## src/rtl/mdu_seq.sv

```systemverilog
// mdu_seq: iterative multiply/divide sequencer owning the MIPS HI/LO registers.
//   clk          rising-edge clock
//   rst          asynchronous active-low reset
//   start, op    launch MULTU(00) / MULT(01) / DIVU(10) / DIV(11), sampled in IDLE only
//   a, b         rs / rt operands
//   hi_we, lo_we MTHI / MTLO strobes writing wdata, honoured in IDLE with start low
//   hi, lo       architectural HI / LO registers
//   busy         high while an operation is in flight (registered)
//   done         one-cycle pulse when hi/lo receive a result
module mdu_seq #(
    parameter int WIDTH = 32
) (
    input  logic             clk,
    input  logic             rst,
    input  logic             start,
    input  logic [1:0]       op,
    input  logic [WIDTH-1:0] a,
    input  logic [WIDTH-1:0] b,
    input  logic             hi_we,
    input  logic             lo_we,
    input  logic [WIDTH-1:0] wdata,
    output logic [WIDTH-1:0] hi,
    output logic [WIDTH-1:0] lo,
    output logic             busy,
    output logic             done
);
    localparam int CW = (WIDTH > 1) ? $clog2(WIDTH) : 1;

    typedef enum logic [1:0] {IDLE, RUN, FIX} state_t;

    state_t             state_q, state_d;
    logic [CW-1:0]      cnt_q, cnt_d;
    logic               div_q, div_d;
    logic               neg_q, neg_d;
    logic               rneg_q, rneg_d;
    logic               dz_q, dz_d;
    logic [2*WIDTH-1:0] p_q, p_d;
    logic [WIDTH-1:0]   m_q, m_d;
    logic [WIDTH-1:0]   a_q, a_d;
    logic [WIDTH-1:0]   hi_q, hi_d;
    logic [WIDTH-1:0]   lo_q, lo_d;
    logic               done_q, done_d;

    logic [WIDTH-1:0]   a_mag, b_mag;
    logic [WIDTH:0]     mul_sum, div_rem, div_diff;
    logic [2*WIDTH-1:0] step, prod_fix;
    logic [WIDTH-1:0]   q_fix, r_fix, res_hi, res_lo;

    always_comb begin
        a_mag    = (op[0] && a[WIDTH-1]) ? -a : a;
        b_mag    = (op[0] && b[WIDTH-1]) ? -b : b;
        // Multiply: P = {partial, multiplier}; add multiplicand into the upper half, shift right.
        mul_sum  = {1'b0, p_q[2*WIDTH-1:WIDTH]} + (p_q[0] ? {1'b0, m_q} : '0);
        // Divide: P = {remainder, dividend/quotient}; shift left, trial-subtract divisor.
        div_rem  = {p_q[2*WIDTH-1:WIDTH], p_q[WIDTH-1]};
        div_diff = div_rem - {1'b0, m_q};
        step     = !div_q ? {mul_sum, p_q[WIDTH-1:1]}
                 : div_diff[WIDTH] ? {div_rem[WIDTH-1:0], p_q[WIDTH-2:0], 1'b0}
                 : {div_diff[WIDTH-1:0], p_q[WIDTH-2:0], 1'b1};
        prod_fix = neg_q ? -p_q : p_q;
        q_fix    = neg_q ? -p_q[WIDTH-1:0] : p_q[WIDTH-1:0];
        r_fix    = rneg_q ? -p_q[2*WIDTH-1:WIDTH] : p_q[2*WIDTH-1:WIDTH];
        res_hi   = !div_q ? prod_fix[2*WIDTH-1:WIDTH] : dz_q ? a_q : r_fix;
        res_lo   = !div_q ? prod_fix[WIDTH-1:0] : dz_q ? '1 : q_fix;
    end

    always_comb begin
        state_d = state_q;
        cnt_d   = cnt_q;
        div_d   = div_q;
        neg_d   = neg_q;
        rneg_d  = rneg_q;
        dz_d    = dz_q;
        p_d     = p_q;
        m_d     = m_q;
        a_d     = a_q;
        hi_d    = hi_q;
        lo_d    = lo_q;
        done_d  = 1'b0;
        case (state_q)
            IDLE: begin
                if (start) begin
                    state_d = RUN;
                    cnt_d   = '0;
                    div_d   = op[1];
                    neg_d   = op[0] & (a[WIDTH-1] ^ b[WIDTH-1]);
                    rneg_d  = op[0] & a[WIDTH-1];
                    dz_d    = op[1] & (b == '0);
                    p_d     = {{WIDTH{1'b0}}, op[1] ? a_mag : b_mag};
                    m_d     = op[1] ? b_mag : a_mag;
                    a_d     = a;
                end else begin
                    hi_d = hi_we ? wdata : hi_q;
                    lo_d = lo_we ? wdata : lo_q;
                end
            end
            RUN: begin
                p_d     = step;
                cnt_d   = cnt_q + 1'b1;
                state_d = (cnt_q == CW'(WIDTH - 1)) ? FIX : RUN;
            end
            FIX: begin
                hi_d    = res_hi;
                lo_d    = res_lo;
                done_d  = 1'b1;
                state_d = IDLE;
            end
            default: state_d = IDLE;
        endcase
    end

    always_ff @(posedge clk or negedge rst) begin
        if (!rst) begin
            state_q <= IDLE;
            cnt_q   <= '0;
            div_q   <= 1'b0;
            neg_q   <= 1'b0;
            rneg_q  <= 1'b0;
            dz_q    <= 1'b0;
            p_q     <= '0;
            m_q     <= '0;
            a_q     <= '0;
            hi_q    <= '0;
            lo_q    <= '0;
            done_q  <= 1'b0;
        end else begin
            state_q <= state_d;
            cnt_q   <= cnt_d;
            div_q   <= div_d;
            neg_q   <= neg_d;
            rneg_q  <= rneg_d;
            dz_q    <= dz_d;
            p_q     <= p_d;
            m_q     <= m_d;
            a_q     <= a_d;
            hi_q    <= hi_d;
            lo_q    <= lo_d;
            done_q  <= done_d;
        end
    end

    assign hi   = hi_q;
    assign lo   = lo_q;
    assign busy = (state_q != IDLE);
    assign done = done_q;
endmodule

```

## config.mk

```make
export PLATFORM = sky130hd
export DESIGN_NAME = mdu_seq
export DESIGN_NICKNAME = d
export VERILOG_FILES = /design/src/rtl/mdu_seq.sv
export SDC_FILE = /design/constraint.sdc
export NUM_CORES = 1
export LEC_CHECK = 0
export CAP_MARGIN = 40
export CORE_MARGIN = 5
export CORE_UTILIZATION = 50
export DETAILED_ROUTE_END_ITERATION = 7
export PLACE_DENSITY = 0.74
export SLEW_MARGIN = 15
export SYNTH_ARGS = -nofsm -noshare
export SYNTH_HDL_FRONTEND = slang
export SYNTH_SLANG_ARGS = --single-unit
```

## constraint.sdc

```tcl
create_clock -name clk -period 4.1 [get_ports clk]
set_clock_uncertainty 0.1 [all_clocks]
set_input_delay 0.82 -clock clk [delete_from_list [all_inputs] [get_ports clk]]
set_output_delay 0.82 -clock clk [all_outputs]
set_load 0.01 [all_outputs]
```

==> impl_metrics.csv <==
group,metric,value,unit
outcome,status,"finished clean",
clock_tree,numCtsBuffers,25,
grt,antenna_found_initial,1,
yosys,synth_top_cell_area_share,0.302,
run,maxCapViolations,0,
critical_path,crit_family,"compound AO/OA/AOI/OAI gates",
yosys,synth_area,16900,µm²
place,hpwlAfterDp,51.1,mm
drt,drt-total-wl,64.7,mm
power,ir_drop,507,µV
floorplanning,die_area,37500,µm²
clock_tree,cts_hold_buffers,0,
timing,setup_viol,0,
critical_path,reg2reg_to,"p_q[56]",
timing,fmax,266,MHz
yosys,synth_flop_cell,"dfrtp_1",
layout,area_delta_synth_final,20.6,%
timing,worst_pin_slew,0.844,ns
critical_path,crit_cells,13,
critical_path,cp.required,4.40,ns
clock_tree,cts_buffer_depth,3,
layout,diodes,0,
timing,hold_viol_final,0,
place,dp_slack,0.0816,ns
yosys,syn_avg_cell_area,7.82,µm²
drt,wl_per_cell,23.2,µm
floorplanning,ios,169,
clock_tree,root_buffer,"clkbuf_16",
critical_path,cp_num_buf_inv,2,
critical_path,crit_slowest_cell,"o21ai_0",
clock_tree,cts.htree.levels,1,
clock_tree,cts_setup_buffers,0,
critical_path,crit_start,"p_q[0]",
grt,grt.total_usage,0.330,
hold_path,hp-class,"in -> async",
critical_path,reg2reg_slack,0.34,ns
grt,grt_max_degree,88,
timing,worst_hold_slack,0.239,ns
clock_tree,clk_pin_slew,0.06,ns
timing,fin_crit_sh,0.916,
critical_path,cp_common_cell,"a211oi_1",
drt,via_count,17500,
critical_path,critPathMaxFanout,5,
yosys,yosys_register_bits,204,
yosys,syn_inst,2158,
critical_path,arrival,4.06,ns
floorplanning,die_w,194,µm
clock_tree,cts_tree,"done",
critical_path,crit_path_cell_trace,"inv_1 -> buf_4 -> nor2_1 -> ha_1 -> a211oi_1 -> o21ai_0 -> o21ai_0 -> a211oi_1 -> a211oi_1 -> o221ai_1 -> a31oi_1 -> mux2i_1 -> a31oi_1",
power,leakage,8.60,nW
place,port_buffers,168,
drt,drc,0,
yosys,synth_fp_nets,2333,
power,power.density,898,nW/µm²
layout,drive_gt1_frac,0.0900,
grt,overflow,0,
yosys,async_flop_share,1.00,
yosys,yosysWarnings,0,
timing,min_period,3.76,ns
timing,max_slew_margin,0.438,
drt,postRouteAntennaNets,0,
critical_path,worstSetupEndpoint,"p_q[56]",
yosys,ys_types,75,
layout,nNetsFinal,2492,
critical_path,path_class,"reg -> reg",
drt,firstDrtPassIters,8,
timing,report.final.slew_viol_count,0,
yosys,synth_edf_count,0,
yosys,synth.area.top_cells,"dfrtp_1 30%, o21ai_0 7.4%, nand2_1 6.8%",
timing,layout_setup_ws,0.343,ns
critical_path,r2r_cells,13,
clock_tree,cts_resized,0,
critical_path,startpoint_type,"flop",
critical_path,worstReg2RegStart,"p_q[0]",
floorplanning,rows,67,
grt,grt_pass1_vias,16400,
yosys,yosysSeqAreaShare,0.302,
floorplanning,fp.dieH,194,µm
yosys,synth_top_area_cell,"dfrtp_1",
timing,tns,0,ns
critical_path,endpoint_kind,"flop",
floorplanning,initial_utilization,0.505,
clock_tree,clkLatencyLatePin,0.54,ns
timing,rsz0062_at_grt,"no",
grt,grt_first_pass_wirelength,99.3,mm
drt,drt_iter0_markers,2022,
drt,vias_per_cell,6.27,
critical_path,max_stage_delay,0.50,ns
layout,final_util,0.608,
floorplanning,fp.coreArea,33400,µm²
place,gp_routability_congestion,0.990,
clock_tree,cts_sinks,204,
## kinds of logic (layout without fill, tap and decap cells)
logic type      after synthesis  after routing  synth area share
compound gates              710            710             0.261
xor+xnor                    191            191            0.0991
fa+ha+maj                    72             72            0.0543
buf+inv                     211            387            0.0485
flops                       204            204             0.302
mux                          72             72            0.0430
simple gates                698            698             0.192
## routing by layer
layer	global-route usage	up-vias	wire length (µm)
met3	0.0546	137	6070
met4	0.114	2	2650
met2	0.503	855	28000
li1	-	8079	-
met5	0	-	12
met1	0.477	8383	27900
## how the worst min path moves through the flow
stage             from  endpoint  slack [ns]  cells after the start
6_report           rst    lo[15]        0.24                      1
5_1_grt            rst    lo[23]        0.30                      1
4_1_cts            rst    lo[23]        0.28                      1
3_5_place_dp     lo[2]     lo[2]        0.37                      2
3_3_place_gp   a_q[26]   a_q[26]        0.36                      2
2_1_floorplan  a_q[10]   a_q[10]        0.34                      2
## state kept, by name, summed over array words and instances (netlist names)
| signal | flops |
|---|---|
| a_q | 32 |
| cnt_q | 5 |
| div_q | 1 |
| done | 1 |
| dz_q | 1 |
| hi | 32 |
| lo | 32 |
| m_q | 32 |
| neg_q | 1 |
| p_q | 64 |
| rneg_q | 1 |
| state_q | 2 |
## per-stage QoR
step	instance area, µm²	power [W]	cells
final	20400	0.0183	2782
after floorplan	16900	0.0114	2158
after global placement	19400	0.0154	2736
after CTS	20400	0.0181	2782
after global routing	20400	0.0195	2782
after detailed placement	19500	0.0156	2738
## cell usage after synthesis, types with 9 or more instances
master	n
o21a_1	9
clkbuf_1	130
nand3_1	38
nor4_1	9
nor3_1	28
nand4_1	14
or3_1	16
a21oi_1	155
xnor2_1	109
a222oi_1	9
o31ai_1	32
o21ai_0	249
and3_1	16
a211oi_1	46
a31oi_1	22
a22oi_1	34
or2_2	13
o211ai_1	24
and2_1	10
a21o_1	36
mux2i_1	68
nor2_1	171
o22ai_1	29
dfrtp_1	204
buf_1	10
inv_1	61
xor2_1	82
nor2b_1	10
ha_1	70
o41ai_1	11
nand2b_1	19
o221ai_1	13
nand2_1	306
## layout make-up
class | count | area, µm²
clock buffer | 29 | 671
inverter | 62 | 233
clock inverter | 15 | 204
sequential | 204 | 5110
fill | 3024 | 13100
multi-input combinational | 1743 | 11000
tap | 448 | 561
timing repair buffer | 281 | 2600
## power by group
part / internal, W / total, W / switching [W]
sequential: 0.00300 / 0.00427 / 0.00127
combinational: 0.00504 / 0.0116 / 0.00658
clock: 0.00143 / 0.00238 / 0.000946
## cells in the final DEF, fill, tap and decap left out, types with 6 or more instances in the layout
cell type / synthesis / layout
inv_1: 61 / 61
xnor2_1: 109 / 109
o21a_1: 9 / 9
o22ai_1: 29 / 29
dfrtp_1: 204 / 202
and2_1: 10 / 10
nor4_1: 9 / 9
mux2i_1: 68 / 68
o221ai_1: 13 / 13
nand2b_1: 19 / 19
nand3_1: 38 / 38
a31oi_1: 22 / 22
a222oi_1: 9 / 9
or3_1: 16 / 16
nor2_1: 171 / 168
nor2b_1: 10 / 9
buf_4: 0 / 108
o211ai_1: 24 / 24
clkdlybuf4s50_1: 0 / 166
or2_2: 13 / 12
a211oi_1: 46 / 46
a21oi_1: 155 / 155
nor3_1: 28 / 28
and3_1: 16 / 16
and4_1: 6 / 6
nand4_1: 14 / 14
o41ai_1: 11 / 11
clkbuf_16: 0 / 25
or4_4: 8 / 8
a22oi_1: 34 / 34
o31ai_1: 32 / 32
nand2_1: 306 / 306
o21ai_0: 249 / 249
ha_1: 70 / 70
xor2_1: 82 / 82
or4_1: 8 / 8
a21o_1: 36 / 36
(Power assumes the default switching activity.)
